<file path="src/rtl/upe_pkg.sv">
// Shared definitions for the uncertainty-propagation divider: state encoding,
// default widths and the quotient saturation value.
package upe_pkg;

    localparam int WIDTH_DEF = 16;
    localparam int CNT_W_DEF = 5;

    // Sliced down to WIDTH bits by users; wide enough for any sensible WIDTH.
    localparam logic [63:0] QUOT_SAT = '1;

    typedef enum logic [1:0] {
        ST_IDLE = 2'd0,
        ST_RUN  = 2'd1,
        ST_DONE = 2'd2
    } state_e;

endpackage

</file>
<file path="src/rtl/upe_div_step.sv">
// One radix-2 restoring division step: shift the next dividend bit into the
// partial remainder, subtract the divisor when it fits, emit one quotient bit.
module upe_div_step #(
    parameter int WIDTH = 16
) (
    input  logic [WIDTH-1:0] r,
    input  logic             din,
    input  logic [WIDTH-1:0] den,
    output logic [WIDTH-1:0] r_next,
    output logic             q_bit
);

    logic [WIDTH:0] t;
    logic [WIDTH:0] diff;

    always_comb begin
        t    = {r, din};
        diff = t - {1'b0, den};
        // With r < den, t < 2*den, so a non-negative difference never sets the
        // top bit and a negative one always does: it doubles as the borrow.
        q_bit  = ~diff[WIDTH];
        r_next = q_bit ? diff[WIDTH-1:0] : t[WIDTH-1:0];
    end

endmodule

</file>
<file path="src/rtl/upe_div32by16uu.sv">
// Sequential 2W-by-W unsigned restoring divider, one quotient bit per clock,
// with divide-by-zero and quotient-overflow detection up front.
module upe_div32by16uu
    import upe_pkg::*;
#(
    parameter int WIDTH = WIDTH_DEF,
    parameter int CNT_W = CNT_W_DEF
) (
    input  logic               CLK,
    input  logic               RST,
    input  logic               Start,
    input  logic [2*WIDTH-1:0] Num,
    input  logic [WIDTH-1:0]   Den,
    output logic               Busy,
    output logic               Done,
    output logic [WIDTH-1:0]   Quot,
    output logic [WIDTH-1:0]   Rem,
    output logic               DivZero,
    output logic               Ovf
);

    localparam logic [CNT_W-1:0] LAST_STEP = CNT_W'(WIDTH - 1);
    localparam logic [WIDTH-1:0] SAT       = QUOT_SAT[WIDTH-1:0];

    state_e           state_q, state_d;
    logic [WIDTH-1:0] r_q, r_d;
    logic [WIDTH-1:0] q_q, q_d;
    logic [WIDTH-1:0] den_q, den_d;
    logic [CNT_W-1:0] cnt_q, cnt_d;
    logic [WIDTH-1:0] quot_q, quot_d;
    logic [WIDTH-1:0] rem_q, rem_d;
    logic             dz_q, dz_d;
    logic             ovf_q, ovf_d;
    logic             err_pend_q, err_pend_d;

    logic [WIDTH-1:0] step_r_next;
    logic             step_q_bit;
    logic [WIDTH-1:0] num_hi;
    logic [WIDTH-1:0] num_lo;

    assign num_hi = Num[2*WIDTH-1:WIDTH];
    assign num_lo = Num[WIDTH-1:0];

    upe_div_step #(.WIDTH(WIDTH)) u_step (
        .r      (r_q),
        .din    (q_q[WIDTH-1]),
        .den    (den_q),
        .r_next (step_r_next),
        .q_bit  (step_q_bit)
    );

    always_comb begin
        // NOTE: every signal gets its hold value first so no path through the
        // case below can leave one unassigned and infer a latch.
        state_d    = state_q;
        r_d        = r_q;
        q_d        = q_q;
        den_d      = den_q;
        cnt_d      = cnt_q;
        quot_d     = quot_q;
        rem_d      = rem_q;
        dz_d       = dz_q;
        ovf_d      = ovf_q;
        err_pend_d = err_pend_q;

        case (state_q)
            ST_RUN: begin
                r_d   = step_r_next;
                q_d   = {q_q[WIDTH-2:0], step_q_bit};
                cnt_d = cnt_q + CNT_W'(1);
                if (cnt_q == LAST_STEP) begin
                    state_d = ST_DONE;
                    quot_d  = {q_q[WIDTH-2:0], step_q_bit};
                    rem_d   = step_r_next;
                    cnt_d   = '0;
                end
            end
            default: begin
                state_d = ST_IDLE;
                if (err_pend_q) begin
                    // Error result was decided at accept; publish it a cycle later.
                    state_d    = ST_DONE;
                    quot_d     = SAT;
                    rem_d      = r_q;
                    err_pend_d = 1'b0;
                end else if (Start) begin
                    den_d = Den;
                    cnt_d = '0;
                    if (Den == '0) begin
                        dz_d       = 1'b1;
                        ovf_d      = 1'b0;
                        r_d        = num_lo;
                        err_pend_d = 1'b1;
                    end else if (num_hi >= Den) begin
                        dz_d       = 1'b0;
                        ovf_d      = 1'b1;
                        r_d        = '0;
                        err_pend_d = 1'b1;
                    end else begin
                        dz_d    = 1'b0;
                        ovf_d   = 1'b0;
                        r_d     = num_hi;
                        q_d     = num_lo;
                        state_d = ST_RUN;
                    end
                end
            end
        endcase
    end

    // NOTE: state registers use non-blocking assignments so every flop samples
    // its _d value from before the edge, independent of statement order.
    always_ff @(posedge CLK or posedge RST) begin
        if (RST) begin
            state_q    <= ST_IDLE;
            r_q        <= '0;
            q_q        <= '0;
            den_q      <= '0;
            cnt_q      <= '0;
            quot_q     <= '0;
            rem_q      <= '0;
            dz_q       <= 1'b0;
            ovf_q      <= 1'b0;
            err_pend_q <= 1'b0;
        end else begin
            state_q    <= state_d;
            r_q        <= r_d;
            q_q        <= q_d;
            den_q      <= den_d;
            cnt_q      <= cnt_d;
            quot_q     <= quot_d;
            rem_q      <= rem_d;
            dz_q       <= dz_d;
            ovf_q      <= ovf_d;
            err_pend_q <= err_pend_d;
        end
    end

    assign Busy    = (state_q == ST_RUN);
    assign Done    = (state_q == ST_DONE);
    assign Quot    = quot_q;
    assign Rem     = rem_q;
    assign DivZero = dz_q;
    assign Ovf     = ovf_q;

endmodule

</file>
<file path="config.mk">
export PLATFORM = sky130hd
export DESIGN_NAME = upe_div32by16uu
export DESIGN_NICKNAME = d
export VERILOG_FILES = /design/src/rtl/upe_pkg.sv /design/src/rtl/upe_div_step.sv /design/src/rtl/upe_div32by16uu.sv
export SDC_FILE = /design/constraint.sdc
export NUM_CORES = 1
export LEC_CHECK = 0
export ABC_AREA = 0
export CAP_MARGIN = 5
export CORE_AREA = 5 5 103 105
export CTS_CLUSTER_SIZE = 28
export DETAILED_ROUTE_END_ITERATION = 8
export DIE_AREA = 0 0 108 110
export GPL_ROUTABILITY_DRIVEN = 0
export PLACE_DENSITY = 0.85
export SLEW_MARGIN = 30
export SYNTH_ARGS = -nofsm -noshare
export SYNTH_HDL_FRONTEND = slang
export SYNTH_SLANG_ARGS = --single-unit
</file>
<file path="constraint.sdc">
create_clock -name CLK -period 8.4 [get_ports CLK]
set_input_delay 1.26 -clock CLK [delete_from_list [all_inputs] [get_ports CLK]]
set_output_delay 1.26 -clock CLK [all_outputs]
set_load 0.02 [all_outputs]
</file>
Word level (Yosys, flattened, before mapping)
Index checks and enable logic that the tools add are counted.

Add/sub/neg operators: 2. Order comparisons: 1. Equal/unequal tests: 7. Muxes and demuxes: 33. Bitwise gates (word level): 3. Reductions and logical operators: 7.

Operators with widths (number): $mux W16 (17); $mux W5 (4); $sub A17 B16 Y17 (1); $ge A16 B16 Y1 (1); $logic_not A16 Y1 (1); $mux W1 (9); $mux W2 (3); $ne A2 B2 Y1 const B (3); $add A5 B1 Y5 const B (1); $eq A5 B4 Y1 const B (1); $reduce_and A2 Y1 (2); $reduce_and A4 Y1 (1); $reduce_bool A2 Y1 (2); $not A1 Y1 (3); $reduce_and A3 Y1 (1); $eq A2 B1 Y1 const B (1); $eq A2 B2 Y1 const B (1); $ne A2 B1 Y1 const B (1).

Bits in registers: 90. Input port bits: 51. Output and inout bits: 36. Logic and storage cells: 63.

Logic depth before layout (Yosys ltp)
Gate-level depths: netlist (run 1).

Word-level depth: 6. Gate-level depth with buffers: 13.

Hierarchy
A second synthesis (run 1) with hierarchy kept.

Cell total of the unflattened synthesis: 592. Area, all modules: 5373.9 µm².

Modules (own cells, without submodules): upe_div32by16uu (times used 1, cells each 464, area an instance 4364.2 µm²); upe_div_step (times used 1, cells each 128, area an instance 1009.7 µm²).

Least setup slack after synthesis (run 1)
No wires, ideal clock.

Kind: in2reg. From: input Num[16]. To: register q_q[0]. Arrival: 3344 ps. Data required time: 8263 ps. Path slack: 4919 ps. Stages on the path: 10. Cell sequence: inv_1 ha_1 nand2b_1 a211o_1 a21oi_2 o31ai_2 a2111oi_4 buf_6 mux2i_1 a21oi_1.

Longest elaborated chain between the ends: 3.

RTL lines: from (decl) (RTL line upe_div32by16uu.sv:12) `input logic [2*WIDTH-1:0] Num,`; $ge A16 B16 Y1 (RTL line upe_div32by16uu.sv:94) `end else if (num_hi >= Den) begin`; $ne A2 B2 Y1 (no line); $reduce_and A4 Y1 (no line); to (signal assigned) (RTL line upe_div32by16uu.sv:128) `q_q <= q_d;`; to (decl) (RTL line upe_div32by16uu.sv:27) `logic [WIDTH-1:0] q_q, q_d;`.

Every way passes these cells. A chain may end at the register's enable or synchronous reset.

Worst setup path in the final report (run 1)
From: input Den[13]. To: register r_q[9].

Longest elaborated chain between the ends: 6. Elaborated cells between the ends (all ways): 7. Classes of those cells: order compare: 1; mux: 5; reduce/logical: 1.

RTL lines: from (decl) (RTL line upe_div32by16uu.sv:13) `input logic [WIDTH-1:0] Den,`; $ge A16 B16 Y1 (RTL line upe_div32by16uu.sv:94); $mux W16 (RTL line upe_div32by16uu.sv:94); $mux W16 * (RTL line upe_div32by16uu.sv:89) `if (Den == '0) begin`; $mux W16 * (RTL line upe_div32by16uu.sv:86) `end else if (Start) begin`; $mux W16 * (RTL line upe_div32by16uu.sv:80) `if (err_pend_q) begin`; $mux W16 * (RTL line upe_div32by16uu.sv:66) `case (state_q)`; to (signal assigned) (RTL line upe_div32by16uu.sv:127) `r_q <= r_d;`; to (decl) (RTL line upe_div32by16uu.sv:26) `logic [WIDTH-1:0] r_q, r_d;`.

Every way passes the cells marked *; elsewhere a longest branch is shown, timed or not. The select of a mux whose other input is x is not followed.

==> impl_metrics.yaml, run 1 <==
worst_setup_path:
  worst_setup_path_start_kind: "input port"
  rr_worst_depth: 13
  end_kind: "flip-flop"
  worstPathArrival_ps: 4020
  worstPathRequired_ps: 8690
  crit_path_max_fanout: 10
  crit_type: "in -> reg"
timing:
  finalSetupViolations: 0
  fmax_ghz: 0.268
  rsz0062_at_grt: "no"
  timing.final.crit_share_pct: 44.4
  tightest_slew_ps: 877
  skew_ps: 16.2
  fin_crit_ps: 3730
  slew_violations: 0
  hold_viol: 0
  relSlewSlack_pct: 41.5
  fin_tns_setup_ps: 0
global_routing:
  grtUsageTotal_pct: 28.1
  grt_pass1_wl_um: 25800
  grt_max_degree: 73
  first_global_vias: 5224
  overflow: 0
  grt_antenna_before_repair: 0
routing:
  drtPass1Iterations: 5
  vias: 5121
  wirelength_um: 15900
  routedWlPerCell_um: 19.3
  postRouteAntennaNets: 0
  drc: 0
  avgViaCountPerCell: 6.22
  drt_iter0_drc: 465
logic_synthesis:
  synth_top_cell_area_share_pct: 40.7
  synth_flop_cell: "dfrtp_1"
  synth_seq_area_share_pct: 40.7
  synth_fp_nets: 700
  ys_top_cells_by_count: "dfrtp_1 (90), nand2_1 (77), o21ai_0 (47)"
  synth_top_cell_by_area: "dfrtp_1"
  yosysUniqueCellTypes: 65
  netlist_area_um2: 5530
  yosys_register_bits: 90
  avgSynthCellArea_um2: 8.99
  post-synth-top-count-cell: "dfrtp_1"
  ys_warn_count: 0
  async_flop_share_pct: 100
  netlist_instances: 615
  synth_edf_count: 0
  netlist_top_cells_area: "dfrtp_1 (41%), ha_1 (7.5%), mux2i_1 (5.4%)"
layout:
  drive_gt1_share_pct: 5.22
  num_antenna_cells: 0
  syn_to_final_growth_pct: 20.3
  fin_util_pct: 69.6
  nets: 770
  fillers: 760
floorplan:
  pin_count: 87
  die_y_um: 110
  initial_core_util_pct: 57.9
  core.rowCount: 36
  die_area_um2: 11900
  core_um2: 9550
  die_width_um: 108
clocking:
  cts_made_buffers: 9
  insertion_delay_ps: 380
  cts.htree.levels: 3
  clkTransAtPathRegs_ps: 90
  post_cts_buffers: 0
  postCtsHoldBufs: 0
  cts_root_buf: "clkbuf_8"
  tritoncts: "built"
  clock_sinks: 90
  postCtsResizedCells: 0
  cts_buffer_depth: 2
power:
  power.density_nw_per_um2: 435
  power_mw: 2.89
  peakVddDrop_mv: 0.235
  leakage_nw: 2.83
min_path:
  hold_depth: 2
  hold_class: "reg -> reg"
placed_design:
  portBuffers: 86
  hpwl_um: 11800
run:
  cap_viol_max_count: 0
run_status:
  status: "finished, final reports clean"
layer usage:
metal | vias to the layer above | part of all wire [%] | track usage (%)
met2 | 275 | 46 | 45.2
met4 | 0 | 3.8 | 14.2
li1 | 2370 | - | -
met1 | 2429 | 41 | 37.3
met3 | 47 | 8.6 | 4.14
met5 | - | 0 | 0
metrics by stage:
step | setup slack [ps] | instance area (µm²) | instances | hold slack (ps)
6_report | 4670 | 6650 | 823 | 487
5_1_grt | 4490 | 6650 | 823 | 517
4_1_cts | 4740 | 6640 | 823 | 495
3_5_place_dp | 4340 | 6470 | 807 | 474
3_3_place_gp | 4440 | 6470 | 807 | 464
2_1_floorplan | 4800 | 5530 | 615 | 450
flip-flops by register name, indices dropped and copies added, names as in the netlist:
| register | flops |
|---|---|
| q_q | 16 |
| err_pend_q | 1 |
| state_q | 2 |
| Quot | 16 |
| Rem | 16 |
| den_q | 16 |
| DivZero | 1 |
| r_q | 16 |
| Ovf | 1 |
| cnt_q | 5 |
power breakdown:
group / leakage, nW / total [mW] / internal, mW / switching [mW]
logic: 1.71 / 1.83 / 0.741 / 1.09
clock network: 0.0810 / 0.267 / 0.106 / 0.160
registers: 1.04 / 0.796 / 0.616 / 0.180
total: 2.83 / 2.89 / 1.46 / 1.43
cell families after synthesis:
group                      after synthesis  share of synthesized area (%)
DFF                                     90                           40.7
buffers and inverters                   74                           5.27
xor gates and xnor gates                13                           2.06
and+or+nand+nor                        178                           15.7
AOI/OAI and AO/OA                      195                           22.8
adders and majority gates               34                           7.83
muxes                                   31                           5.64
area by class of cell:
cell class / count / area, µm² / area share (%)
clock buffer: 9 / 124 / 1.86
multi-input combinational: 451 / 2990 / 44.9
clock inverter: 7 / 46.3 / 0.696
sequential: 90 / 2250 / 33.9
inverter: 39 / 148 / 2.22
tap: 133 / 166 / 2.50
timing repair buffer: 94 / 925 / 13.9
layout by cell type (no fill, tap or decap), types with 5 or more instances in the layout:
master,netlist,final
nor3b_1,5,5
nor2_1,25,25
o21ai_0,47,47
and3_1,6,6
nand4_1,7,7
o21ai_1,28,28
o22a_1,15,15
buf_4,1,7
a221oi_1,8,8
nor3_1,13,13
nand2b_1,8,8
a21oi_1,35,35
xnor2_1,9,9
mux2i_1,30,30
nand2_1,77,76
nand3_1,10,10
a21o_1,6,6
a31oi_1,6,6
ha_1,33,33
nor4_1,5,5
inv_1,38,37
clkbuf_8,0,9
dfrtp_1,90,90
clkdlybuf4s50_1,0,86
o22ai_1,12,12
path summary, 6_finish.rpt:
check | from | to | slack, ps
hold / removal | Rem[9] | Rem[9] | 490
setup / recovery | Den[13] | r_q[9] | 4670
setup reg to reg | q_q[15] | r_q[14] | 4730
min in group asynchronous | RST | state_q[1] | 1150
max in group asynchronous | RST | Rem[14] | 6290
hold reg to reg | Rem[9] | Rem[9] | 490
worst max-delay path, stage by stage:
cell             delay [ps]
clkdlybuf4s50_1         480
inv_1                    70
ha_1                    280
a21oi_1                 190
nor2b_1                  70
o21ai_0                 390
nand2b_1                230
a211oi_2                600
a221oi_1                230
nor3_1                  220
(Power assumes the default switching activity.)
==> inputs of run 2 (changes only) <==
--- a/config.mk
+++ b/config.mk
@@ -7,12 +7,12 @@
 export LEC_CHECK = 0
 export ABC_AREA = 0
 export CAP_MARGIN = 5
-export CORE_AREA = 5 5 103 105
+export CORE_AREA = 5 5 113 115
 export CTS_CLUSTER_SIZE = 28
 export DETAILED_ROUTE_END_ITERATION = 8
-export DIE_AREA = 0 0 108 110
+export DIE_AREA = 0 0 118 120
 export GPL_ROUTABILITY_DRIVEN = 0
-export PLACE_DENSITY = 0.85
+export PLACE_DENSITY = 0.75
 export SLEW_MARGIN = 30
 export SYNTH_ARGS = -nofsm -noshare
 export SYNTH_HDL_FRONTEND = slang
==> constraint.sdc (replaced) <==
create_clock -name CLK -period 3.24 [get_ports CLK]
set_input_delay 0.486 -clock CLK [delete_from_list [all_inputs] [get_ports CLK]]
set_output_delay 0.486 -clock CLK [all_outputs]
set_load 0.02 [all_outputs]
==> impl_metrics.yaml, run 2 (synthesis gave the netlist of run 1 again) <==
timing:
  timing.final.crit_share_pct: 91.5
  tightest_slew_ps: 900
  skew_ps: 9.23
  fmax_ghz: 0.337
  relSlewSlack_pct: 40.0
  rsz0062_at_grt: "no"
  fin_tns_setup_ps: 0
  finalSetupViolations: 0
  hold_viol: 0
  slew_violations: 0
  fin_crit_ps: 2960
clocking:
  postCtsResizedCells: 0
  post_cts_buffers: 0
  cts.htree.levels: 3
  postCtsHoldBufs: 0
  cts_made_buffers: 9
  clkTransAtPathRegs_ps: 70
  cts_buffer_depth: 2
  clock_sinks: 90
  insertion_delay_ps: 340
  tritoncts: "built"
  cts_root_buf: "clkbuf_16"
power:
  leakage_nw: 2.95
  power_mw: 7.85
  peakVddDrop_mv: 0.521
  power.density_nw_per_um2: 1140
worst_setup_path:
  crit_type: "reg -> reg"
  cpMostUsedCell: "inv_1"
  r2r_slack_ps: 280
  worst_setup_path_start_kind: "flip-flop"
  crit_chain: "inv_1 > ha_1 > inv_1 > fa_1 > a211oi_1 > o21ai_1 > a211oi_2 > o21a_1 > buf_4 > mux2i_1 > nand3_1 > nor3_1"
  end_kind: "flip-flop"
  cp_slowest_cell: "fa_1"
  crit_path_max_fanout: 22
  r2r_end: "r_q[6]"
  rr_worst_depth: 12
  worstPathArrival_ps: 3220
  r2r-start: "q_q[15]"
  worstPathRequired_ps: 3490
  max_stage_delay_ps: 410
routing:
  drc: 0
  routedWlPerCell_um: 18.4
  avgViaCountPerCell: 5.97
  drtPass1Iterations: 5
  wirelength_um: 15600
  postRouteAntennaNets: 0
  vias: 5046
  drt_iter0_drc: 379
global_routing:
  grt_max_degree: 91
  first_global_vias: 5008
  overflow: 0
  grtUsageTotal_pct: 22.3
  grt_antenna_before_repair: 0
  grt_pass1_wl_um: 25700
layout:
  nets: 779
  fin_util_pct: 58.8
  num_antenna_cells: 0
  syn_to_final_growth_pct: 24.5
  drive_gt1_share_pct: 6.16
  final_cell_mix: "dfrtp_1 (90), clkdlybuf4s50_1 (86), nand2_1 (77), o21ai_0 (47), inv_1 (37)"
  fillers: 983
  final_common_cell: "dfrtp_1"
floorplan:
  die_width_um: 118
  core_um2: 11700
  initial_core_util_pct: 47.2
  core.rowCount: 40
  pin_count: 87
  die_area_um2: 14200
  die_y_um: 120
min_path:
  hold_class: "reg -> reg"
  hold_end: "den_q[11]"
  hold_depth: 2
  hold_start: "den_q[11]"
placed_design:
  hpwl_um: 11900
  portBuffers: 86
run:
  cap_viol_max_count: 0
run_status:
  status: "finished, final reports clean"
-- run 2: final cells by class --
| class | instances | area (µm²) | share of cell area, % |
|---|---|---|---|
| flip-flops and latches | 90 | 2250 | 32.7 |
| repair buffers | 103 | 1010 | 14.7 |
| multi-input cells | 451 | 2980 | 43.4 |
| inverters | 39 | 148 | 2.15 |
| clock inverters | 5 | 61.3 | 0.891 |
| clock buffers | 10 | 239 | 3.47 |
| well taps | 147 | 184 | 2.67 |
-- run 2: routing by layer --
metal	global-route usage, %	routed length [µm]	up-vias
met3	3.72	1180	46
li1	-	-	2399
met4	10.4	569	0
met2	34.9	7070	243
met5	0	0	-
met1	30.3	6750	2358
-- run 2: worst max path at each step --
stage / from / endpoint / slack, ps
after global placement: Den[6] / r_q[14] / 130
after CTS: q_q[15] / r_q[6] / 300
after global routing: q_q[15] / r_q[6] / 20
after floorplan: RST / DivZero / 420
final: q_q[15] / r_q[6] / 280
after detailed placement: Den[4] / r_q[14] / 80
-- run 2: through the flow --
stage	cells	hold slack (ps)	setup WS [ps]	instance area, µm²
after global routing	845	505	18.2	6880
after floorplan	615	450	419	5530
final	845	483	276	6880
after global placement	830	463	132	6580
after detailed placement	830	471	77.7	6580
after CTS	845	484	304	6880
-- run 2: report_power, final --
| part | switching [mW] | total (mW) | leakage [nW] | internal, mW |
|---|---|---|---|---|
| clock network | 0.454 | 1.08 | 0.150 | 0.622 |
| logic | 2.73 | 4.72 | 1.75 | 1.99 |
| registers | 0.452 | 2.05 | 1.04 | 1.60 |
| total | 3.64 | 7.85 | 2.95 | 4.21 |
-- run 2: critical path: cells and delay by family (launching register included) --
kind                     cells  cell delay [ps]
AO/OA/AOI/OAI                4              890
adder cells (fa/ha/maj)      2              570
flip-flops                   1              400
multiplexers                 1              230
buffers and inverters        3              410
AND/OR/NAND/NOR              2              380
